**src/rtl/alu4_pkg.sv**
```systemverilog
`default_nettype none
// ============================================================================
//  Module      : alu4_pkg
//  Description : Shared opcode constants, nibble-order helper and sequencer
//                state type for the 4-bit ALU and its multi-cycle controller.
//  Revision    : 1.0  initial release
// ============================================================================
package alu4_pkg;

    // Opcodes used by the controller's ordering rule and by integration code
    localparam logic [3:0] OP_ADC = 4'h4;   // A + B + cin
    localparam logic [3:0] OP_RRC = 4'hF;   // rotate right through rcin
    localparam logic [3:0] OP_SHR = 4'hD;   // shift right

    // Sequencer states; the controller keeps these as plain 2-bit codes
    typedef enum logic [1:0] {
        SEQ_IDLE = 2'd0,
        SEQ_RUN  = 2'd1,
        SEQ_DONE = 2'd2
    } seq_state_t;

    // Right shifts/rotates must see the high nibble first so the bit shifted
    // out of each nibble can feed the next lower one through rcout/rcin.
    function automatic logic op_is_msb_first(input logic [3:0] op);
        return ((op[3:2] == 2'b11) && op[0]) || (op == 4'b0111);
    endfunction

endpackage : alu4_pkg
`default_nettype wire

```
**src/rtl/alu4_nibble_sequencer.sv**
```systemverilog
`default_nettype none
// ============================================================================
//  Module      : alu4_nibble_sequencer
//  Description : Runs an external combinational 4-bit ALU over NIBBLES-wide
//                operands, one nibble per clock, chaining math and rotate
//                carries and accumulating result and flags. start/busy/done
//                handshake; back-to-back ops via the DONE state.
//  Revision    : 1.0  initial release
// ============================================================================
module alu4_nibble_sequencer
    import alu4_pkg::*;
#(
    parameter int NIBBLES = 4
) (
    input  logic                   clk,
    input  logic                   rst_n,
    // request side
    input  logic                   start,
    input  logic [3:0]             op,
    input  logic [4*NIBBLES-1:0]   a,
    input  logic [4*NIBBLES-1:0]   b,
    input  logic                   cin,
    input  logic                   rcin,
    output logic                   busy,
    output logic                   done,
    output logic [4*NIBBLES-1:0]   result,
    output logic                   cout,
    output logic                   rcout,
    output logic                   ovf,
    output logic                   zero,
    // ALU core side
    output logic [3:0]             alu_a,
    output logic [3:0]             alu_b,
    output logic [3:0]             alu_op,
    output logic                   alu_cin,
    output logic                   alu_rcin,
    input  logic [3:0]             alu_y,
    input  logic                   alu_cout,
    input  logic                   alu_rcout,
    input  logic                   alu_ovf
);

    localparam int c_width = 4 * NIBBLES;
    localparam int c_cnt_w = $clog2(NIBBLES);

    localparam logic [c_cnt_w-1:0] c_last = c_cnt_w'(NIBBLES - 1);

    localparam logic [1:0] c_st_idle = SEQ_IDLE;
    localparam logic [1:0] c_st_run  = SEQ_RUN;
    localparam logic [1:0] c_st_done = SEQ_DONE;

    logic [1:0]           r_state;
    logic [1:0]           w_state_next;
    logic [c_cnt_w-1:0]   r_cnt;
    logic [3:0]           r_op;
    logic [c_width-1:0]   r_a;
    logic [c_width-1:0]   r_b;
    logic [c_width-1:0]   r_result;
    logic                 r_carry;
    logic                 r_rcarry;
    logic                 r_cout;
    logic                 r_rcout;
    logic                 r_ovf;
    logic                 r_zero;

    logic                 w_accept;
    logic                 w_run;
    logic                 w_last;
    logic                 w_msb_first;
    logic [c_cnt_w-1:0]   w_idx;
    logic [c_cnt_w+1:0]   w_base;

    // A request is taken whenever no nibbles are in flight (IDLE or DONE)
    assign w_accept    = start && ((r_state == c_st_idle) || (r_state == c_st_done));
    assign w_run       = (r_state == c_st_run);
    assign w_last      = (r_cnt == c_last);
    assign w_msb_first = op_is_msb_first(r_op);

    // Nibble position for this cycle and its bit offset in the wide words
    assign w_idx  = w_msb_first ? (c_last - r_cnt) : r_cnt;
    assign w_base = {w_idx, 2'b00};

    // Next-state selection for the IDLE/RUN/DONE controller
    always_comb begin
        w_state_next = r_state;
        case (r_state)
            c_st_idle: if (start) w_state_next = c_st_run;
            c_st_run:  if (w_last) w_state_next = c_st_done;
            c_st_done: w_state_next = start ? c_st_run : c_st_idle;
            default:   w_state_next = c_st_idle;
        endcase
    end

    // State register; reset aborts any op in flight without a done pulse
    always_ff @(posedge clk or negedge rst_n) begin
        if (!rst_n) begin
            r_state <= c_st_idle;
        end else begin
            r_state <= w_state_next;
        end
    end

    // Request latch and nibble counter
    always_ff @(posedge clk or negedge rst_n) begin
        if (!rst_n) begin
            r_op  <= '0;
            r_a   <= '0;
            r_b   <= '0;
            r_cnt <= '0;
        end else if (w_accept) begin
            r_op  <= op;
            r_a   <= a;
            r_b   <= b;
            r_cnt <= '0;
        end else if (w_run) begin
            r_cnt <= r_cnt + 1'b1;
        end
    end

    // Carry chain: seeded from the request, then fed back from the ALU
    always_ff @(posedge clk or negedge rst_n) begin
        if (!rst_n) begin
            r_carry  <= 1'b0;
            r_rcarry <= 1'b0;
        end else if (w_accept) begin
            r_carry  <= cin;
            r_rcarry <= rcin;
        end else if (w_run) begin
            r_carry  <= alu_cout;
            r_rcarry <= alu_rcout;
        end
    end

    // Result and flag accumulation; values persist until the next accept
    always_ff @(posedge clk or negedge rst_n) begin
        if (!rst_n) begin
            r_result <= '0;
            r_cout   <= 1'b0;
            r_rcout  <= 1'b0;
            r_ovf    <= 1'b0;
            r_zero   <= 1'b0;
        end else if (w_accept) begin
            r_zero   <= 1'b1;
        end else if (w_run) begin
            r_result[w_base +: 4] <= alu_y;
            r_zero   <= r_zero & (alu_y == 4'h0);
            r_cout   <= alu_cout;
            r_rcout  <= alu_rcout;
            r_ovf    <= alu_ovf;
        end
    end

    // ALU drive is gated so the shared core sees zeros outside RUN
    assign alu_a    = w_run ? r_a[w_base +: 4] : 4'h0;
    assign alu_b    = w_run ? r_b[w_base +: 4] : 4'h0;
    assign alu_op   = w_run ? r_op             : 4'h0;
    assign alu_cin  = w_run ? r_carry          : 1'b0;
    assign alu_rcin = w_run ? r_rcarry         : 1'b0;

    assign busy   = w_run;
    assign done   = (r_state == c_st_done);
    assign result = r_result;
    assign cout   = r_cout;
    assign rcout  = r_rcout;
    assign ovf    = r_ovf;
    assign zero   = r_zero;

endmodule : alu4_nibble_sequencer
`default_nettype wire

```
**config.mk**
```make
export PLATFORM = sky130hd
export DESIGN_NAME = alu4_nibble_sequencer
export DESIGN_NICKNAME = d
export VERILOG_FILES = /design/src/rtl/alu4_pkg.sv /design/src/rtl/alu4_nibble_sequencer.sv
export SDC_FILE = /design/constraint.sdc
export NUM_CORES = 1
export LEC_CHECK = 0
export BUFFER_PORTS_ARGS = -buffer_cell sky130_fd_sc_hd__buf_2
export CAP_MARGIN = 20
export CORE_AREA = 2 2 73 89
export DETAILED_ROUTE_END_ITERATION = 10
export DIE_AREA = 0 0 75 91
export GPL_TIMING_DRIVEN = 0
export PLACE_DENSITY_LB_ADDON = 0.08
export SLEW_MARGIN = 20
export SYNTH_ARGS = -nofsm -noshare
export SYNTH_HDL_FRONTEND = slang
export SYNTH_SLANG_ARGS = --single-unit
```
**constraint.sdc**
```tcl
create_clock -name clk -period 1.7 [get_ports clk]
set_input_delay 0.17 -clock clk [delete_from_list [all_inputs] [get_ports clk]]
set_output_delay 0.17 -clock clk [all_outputs]
set_load 0.01 [all_outputs]
```
# Yosys cells after proc, flatten, opt, wreduce, memory -nomap -nowiden
# Index checks and enable logic that the tools add are counted.
dict set report op_classes {
  add_sub_neg 3
  n_eq_ne 7
  n_shift 4
  muxes 19
  bitwise_logic 2
  reduce_logical 9
}
# op n
set op_table {}
lappend op_table {{indexed part select 16 x 5 -> 4 bit} 2}
lappend op_table {{bitwise mux 16 bit} 1}
lappend op_table {{variable shift 4 x 6 -> 16 bit, first input constant} 1}
lappend op_table {{indexed part select 4 x 6 -> 16 bit} 1}
lappend op_table {{two-way mux 4 bit} 3}
lappend op_table {{two-way mux 2 bit} 5}
lappend op_table {{two-way mux 1 bit} 9}
lappend op_table {{equality test 2 bit, second input constant} 3}
lappend op_table {{negation 4 -> 6 bit} 1}
lappend op_table {{one-hot mux 2 bit (3 select lines)} 1}
lappend op_table {{equality test 4 x 3 -> 1 bit, second input constant} 1}
lappend op_table {{zero test 4 bit} 1}
lappend op_table {{AND reduction 2 bit} 2}
lappend op_table {{adder 2 x 1 -> 2 bit, second input constant} 1}
lappend op_table {{equality test 2 x 1 -> 1 bit, second input constant} 1}
lappend op_table {{logical AND 1 bit} 2}
lappend op_table {{zero test 2 bit} 1}
lappend op_table {{logical OR 1 bit} 2}
lappend op_table {{inequality test 2 x 1 -> 1 bit, second input constant} 1}
lappend op_table {{inequality test 2 bit, second input constant} 1}
lappend op_table {{nonzero test 2 bit} 1}
lappend op_table {{subtractor 2 bit, first input constant} 1}
lappend op_table {{AND 1 bit} 1}
lappend op_table {{NOT 1 bit} 1}
dict set report totals {
  reg_bits 62
  input_bits 48
}

# Depth between registers and ports, before layout
dict set report depth {
  ltp_word 7
  depth_mapped 6
  depth_no_buf 5
}

# Worst setup path after synthesis
# OpenSTA, ideal clock, no wires.
dict set report synth_timing {
  path_kind {reg2out}
  from {register r_op[3]}
  to {output port alu_b[2]}
  t_arrival_ps 1406
  required_time_ps 1530
  slack_ps 124
  stages_incl_launch_ff 6
  n_path_buf 1
  path_cell_list {dfrtp_1 o211ai_4 buf_6 xor2_1 nand2_1 o22ai_1}
}
dict set report synth_between {
  elab_chain_len 6
  word_cells_on_any_way 7
  cone_classes {eq/ne: 2; shift: 1; mux: 2; reduce/logical: 2}
}
# item line_no
set synth_lines {}
lappend synth_lines {{start: declaration} alu4_nibble_sequencer.sv:55} ;# logic [3:0] r_op;
lappend synth_lines {{start signal: assignment} alu4_nibble_sequencer.sv:111} ;# r_op <= op;
lappend synth_lines {{equality test 2 bit} alu4_pkg.sv:25} ;# return ((op[3:2] == 2'b11) && op[0]) || (op == 4'b0111);
lappend synth_lines {{logical AND 1 bit} alu4_pkg.sv:25}
lappend synth_lines {{logical OR 1 bit (*)} alu4_pkg.sv:25}
lappend synth_lines {{two-way mux 2 bit (*)} alu4_nibble_sequencer.sv:80} ;# assign w_idx = w_msb_first ? (c_last - r_cnt) : r_cnt;
lappend synth_lines {{indexed part select 16 x 5 -> 4 bit (*)} alu4_nibble_sequencer.sv:155} ;# assign alu_b = w_run ? r_b[w_base +: 4] : 4'h0;
lappend synth_lines {{two-way mux 4 bit (*)} alu4_nibble_sequencer.sv:155}
lappend synth_lines {{end: declaration} alu4_nibble_sequencer.sv:33} ;# output logic [3:0] alu_b,
# Mark *: on every way between the ends. The rest lies on a longest branch, timed or not.

# Worst setup path in the final report
# Same ends and word-level chain as after synthesis.

==> summary.md <==
| Metric | Value |
|---|---|
| Status | finished, violations left |
| Failing checks | setup timing |
| Die area | between 6000 and 7000 sq um |
| PnR worst setup slack | -409 ps |
| Register area | about 1600 sq um |
| Syn Inst Count | between 300 and 400 |
| VDD IR-drop max | 0.960 mV |
| Multi-input logic area | roughly 1400 sq um |
| Critical Path RT | 1530 ps |
| Tmin final | 2110 ps |
| Power Total | about 8 mW |
| Final max-slew violation count | 0 |
| Worst setup path category | reg -> out |
| Worst Hold Path Cells | 3 |
| Detailed placement HPWL | roughly 4.8 mm |
| Post-synth EDFFs | 0 |
| Fillcell total | slightly above 500 |
| Syn_area_per_cell | approximately 9.6 sq um |
| Cts bufs inserted | 9 |
| Largest area contributor in the netlist | dfrtp_1 |
| Avg Vias per Cell | 4.97 |
| Max transition margin | about half |
| Initial Utilization | about half |
| CP max-delay cell | dfrtp_1 |
| Final net count | 474 |
| Layout cells sized above 1 | 37.1% |
| Diodes inserted | 0 |
| Cell Area, Synth | just over 3000 sq um |
| H-tree depth | 3 |
| Area Growth Syn to Fin | 29.3% |
| Placed insts | about 480 |
| Fin Setup TNS | -5060 ps |
| Power Density | approximately 2000 nW/um^2 |
| Top_reg_cell synth | dfrtp_1 |
| Initial antenna violation count | 0 |
| Critical Path Max Stage Delay | approximately 420 ps |
| Worst Reg-to-Reg Cells | 6 |
| IO Pins | 84 |
| CP max FO | 4 |
| PortBufs | 83 |
| Period utilization | 124% |
| Startpoint Class | register |
| Design area | between 3000 and 4000 sq um |
| Synth Register Bits | 62 |
| CORE AREA | around 5900 sq um |
| Setup Skew | 5.70 ps |
| Die W | 75 microns |
| WHS Endpoint | r_a[10] |
| CP endpoint kind | output port |
| Fmax | ~0.47 GHz |
| Leak | 2.10 nW |
| FFs w/ async S/R, synth | 100% |
| Final Wtd Congestion | 0.790 |
| Mapped Nets | 366 |
| RSZ-0062 raised after global routing | yes |
| R2r endpoint | result[8] |
| CTS tree | yes |
| Site Rows | 31 |
| Wirelength per Cell | between 10 and 15 microns |
| R2r setup slk | -110 ps |
| Wirelength, routed | around 7.1 mm |
| Reg2reg start | r_op[3] |
| Yosys warning total | 0 |
| HP Class | in -> reg |
| Root Driver | clkbuf_8 |
| Critical Path Start | r_op[3] |
| Vias in the first global route | around 2,600 |
| First-pass detailed-route iteration total | 4 |
| Top cell type's share of synthesized area | around 51% |
| Clk pin slew, worst setup/hold paths | 70 ps |
| Crit path cell chain | o211ai_4 -> xor2_4 -> buf_4 -> mux2i_1 -> o22ai_1 -> buf_2 |
| Iter 0 DRT Violations | around 110 |
| Gr usage total | 23.3% |
| Yosys cell types | 28 |
| First-pass GRT wire length | 12.0 mm |
| Remaining DRCs | 0 |
| CTS max path bufs | 2 |
| Clock Latency Late Sink | 340 ps |
| Hold Path Origin | a[10] |
| Final ANT Viol Nets | 0 |
| Total number of vias | 2,537 |
| Finished Layout Cells | 510 |
| Worst-Margin Slew | 774 ps |
| Final Hold Fails | 0 |
| Clock sink total | 62 |
| Critical path data arrival time | roughly 1900 ps |
| Chip Height | 91 microns |
| Seq/Total Area, Yosys | 51.0% |
| Grt ovf | 0 |
| Largest net degree at the start of global routing | 63 |
| DP Area | ~3600 sq um |
| Final Setup Violations | 30 |
| Synth area leaders | dfrtp_1 (51%), nand2_1 (15%), mux2_2 (8.9%) |
| Max-cap viol count | 0 |
[cells in the final DEF, fill, tap and decap left out, types with 4 or more instances in the layout]
master	synthesis	routed
dfrtp_1	62	61
mux2i_1	19	19
o22ai_1	8	8
buf_6	3	6
mux2_2	24	20
buf_4	1	14
clkbuf_2	0	6
clkbuf_8	0	13
and2_1	12	12
nor3b_1	4	4
nor3_1	8	8
buf_2	3	84
mux2_4	0	4
clkbuf_1	9	5
nor2b_1	8	8
a31oi_1	8	8
nand2_1	124	123
[registers in the layout, indices dropped and copies added (netlist names), 2 cells and up]
signal	cells
r_a	16
r_op	4
r_cnt	2
result	16
r_state	2
r_b	16
[layout make-up]
type                            count  area share, %
Buffer                             19           3.37
Clock buffer                       13           4.29
Clock inverter                      1          0.127
Inverter                            1          0.223
Multi-Input combinational cell    235           36.5
Sequential cell                    62           39.5
Tap cell                           82           2.61
Timing Repair Buffer               97           13.5
[layer usage]
metal,global-route usage (%),vias up,routed length (microns)
li1,-,1261,-
met1,28.8,1180,2980
met2,37.0,80,3500
met3,4.88,16,411
met4,12.5,0,232
met5,0,-,0
[cells by family after synthesis]
group           Yosys count  share of synthesized area, %
xor+xnor                  2                         0.823
mux                      43                          15.1
simple gates            167                          23.7
buf+inv                  20                          3.46
fa+ha+maj                 1                         0.411
flops                    62                          51.0
compound gates           22                          5.47
[worst max-delay path by stage]
| stage | depth (start not counted) | to | slack [ps] |
|---|---|---|---|
| global placement | 6 | alu_b[2] | -250 |
| finish | 6 | alu_b[2] | -410 |
| global route | 6 | alu_a[2] | -480 |
| floorplan | 5 | alu_b[2] | 120 |
| CTS | 6 | alu_b[2] | -430 |
| detailed placement | 6 | alu_b[2] | -230 |
[synthesized netlist by cell type, types with 2 or more instances]
cell,n
nand3_1,2
a31oi_1,8
and2_1,12
buf_2,3
nor3_1,8
mux2_2,24
o22ai_1,8
buf_6,3
nand2_1,124
dfrtp_1,62
nor2_1,5
buf_1,3
nand2b_1,2
nor3b_1,4
o21ai_0,3
nor2b_1,8
mux2i_1,19
clkbuf_1,9
[where the power goes]
part           switching [mW]  internal, mW  leakage (nW)
Clock                   0.538         0.631        0.0914
Sequential              0.418          2.15         0.774
Combinational            2.17          1.93          1.24
Total                    3.13          4.72          2.10
[metrics by stage]
step	hold slack, ps	util [%]	setup slack (ps)
final	16.2	66.3	-409
after global routing	12.7	66.3	-478
after CTS	6.56	65.9	-426
after detailed placement	294	60.0	-235
after global placement	358	60.0	-254
after floorplan	-126	-	124
[worst max-delay path, delay by kind of cell, from the launching register on]
kind / cells / cell delay, ps
buf+inv: 2 / 370
mux: 1 / 200
flops: 1 / 420
xor+xnor: 1 / 220
compound gates: 2 / 390
[repair_timing]
item                                    CTS  global route
pin swaps                                 7             4
cloned                                    1             0
hold buffers                              1             0
endpoints found under the setup margin   24            51
buffers inserted                         10             2
hold endpoints to repair                 62             0
resized for setup                        26             6
Power figures use the tool's default switching activity.
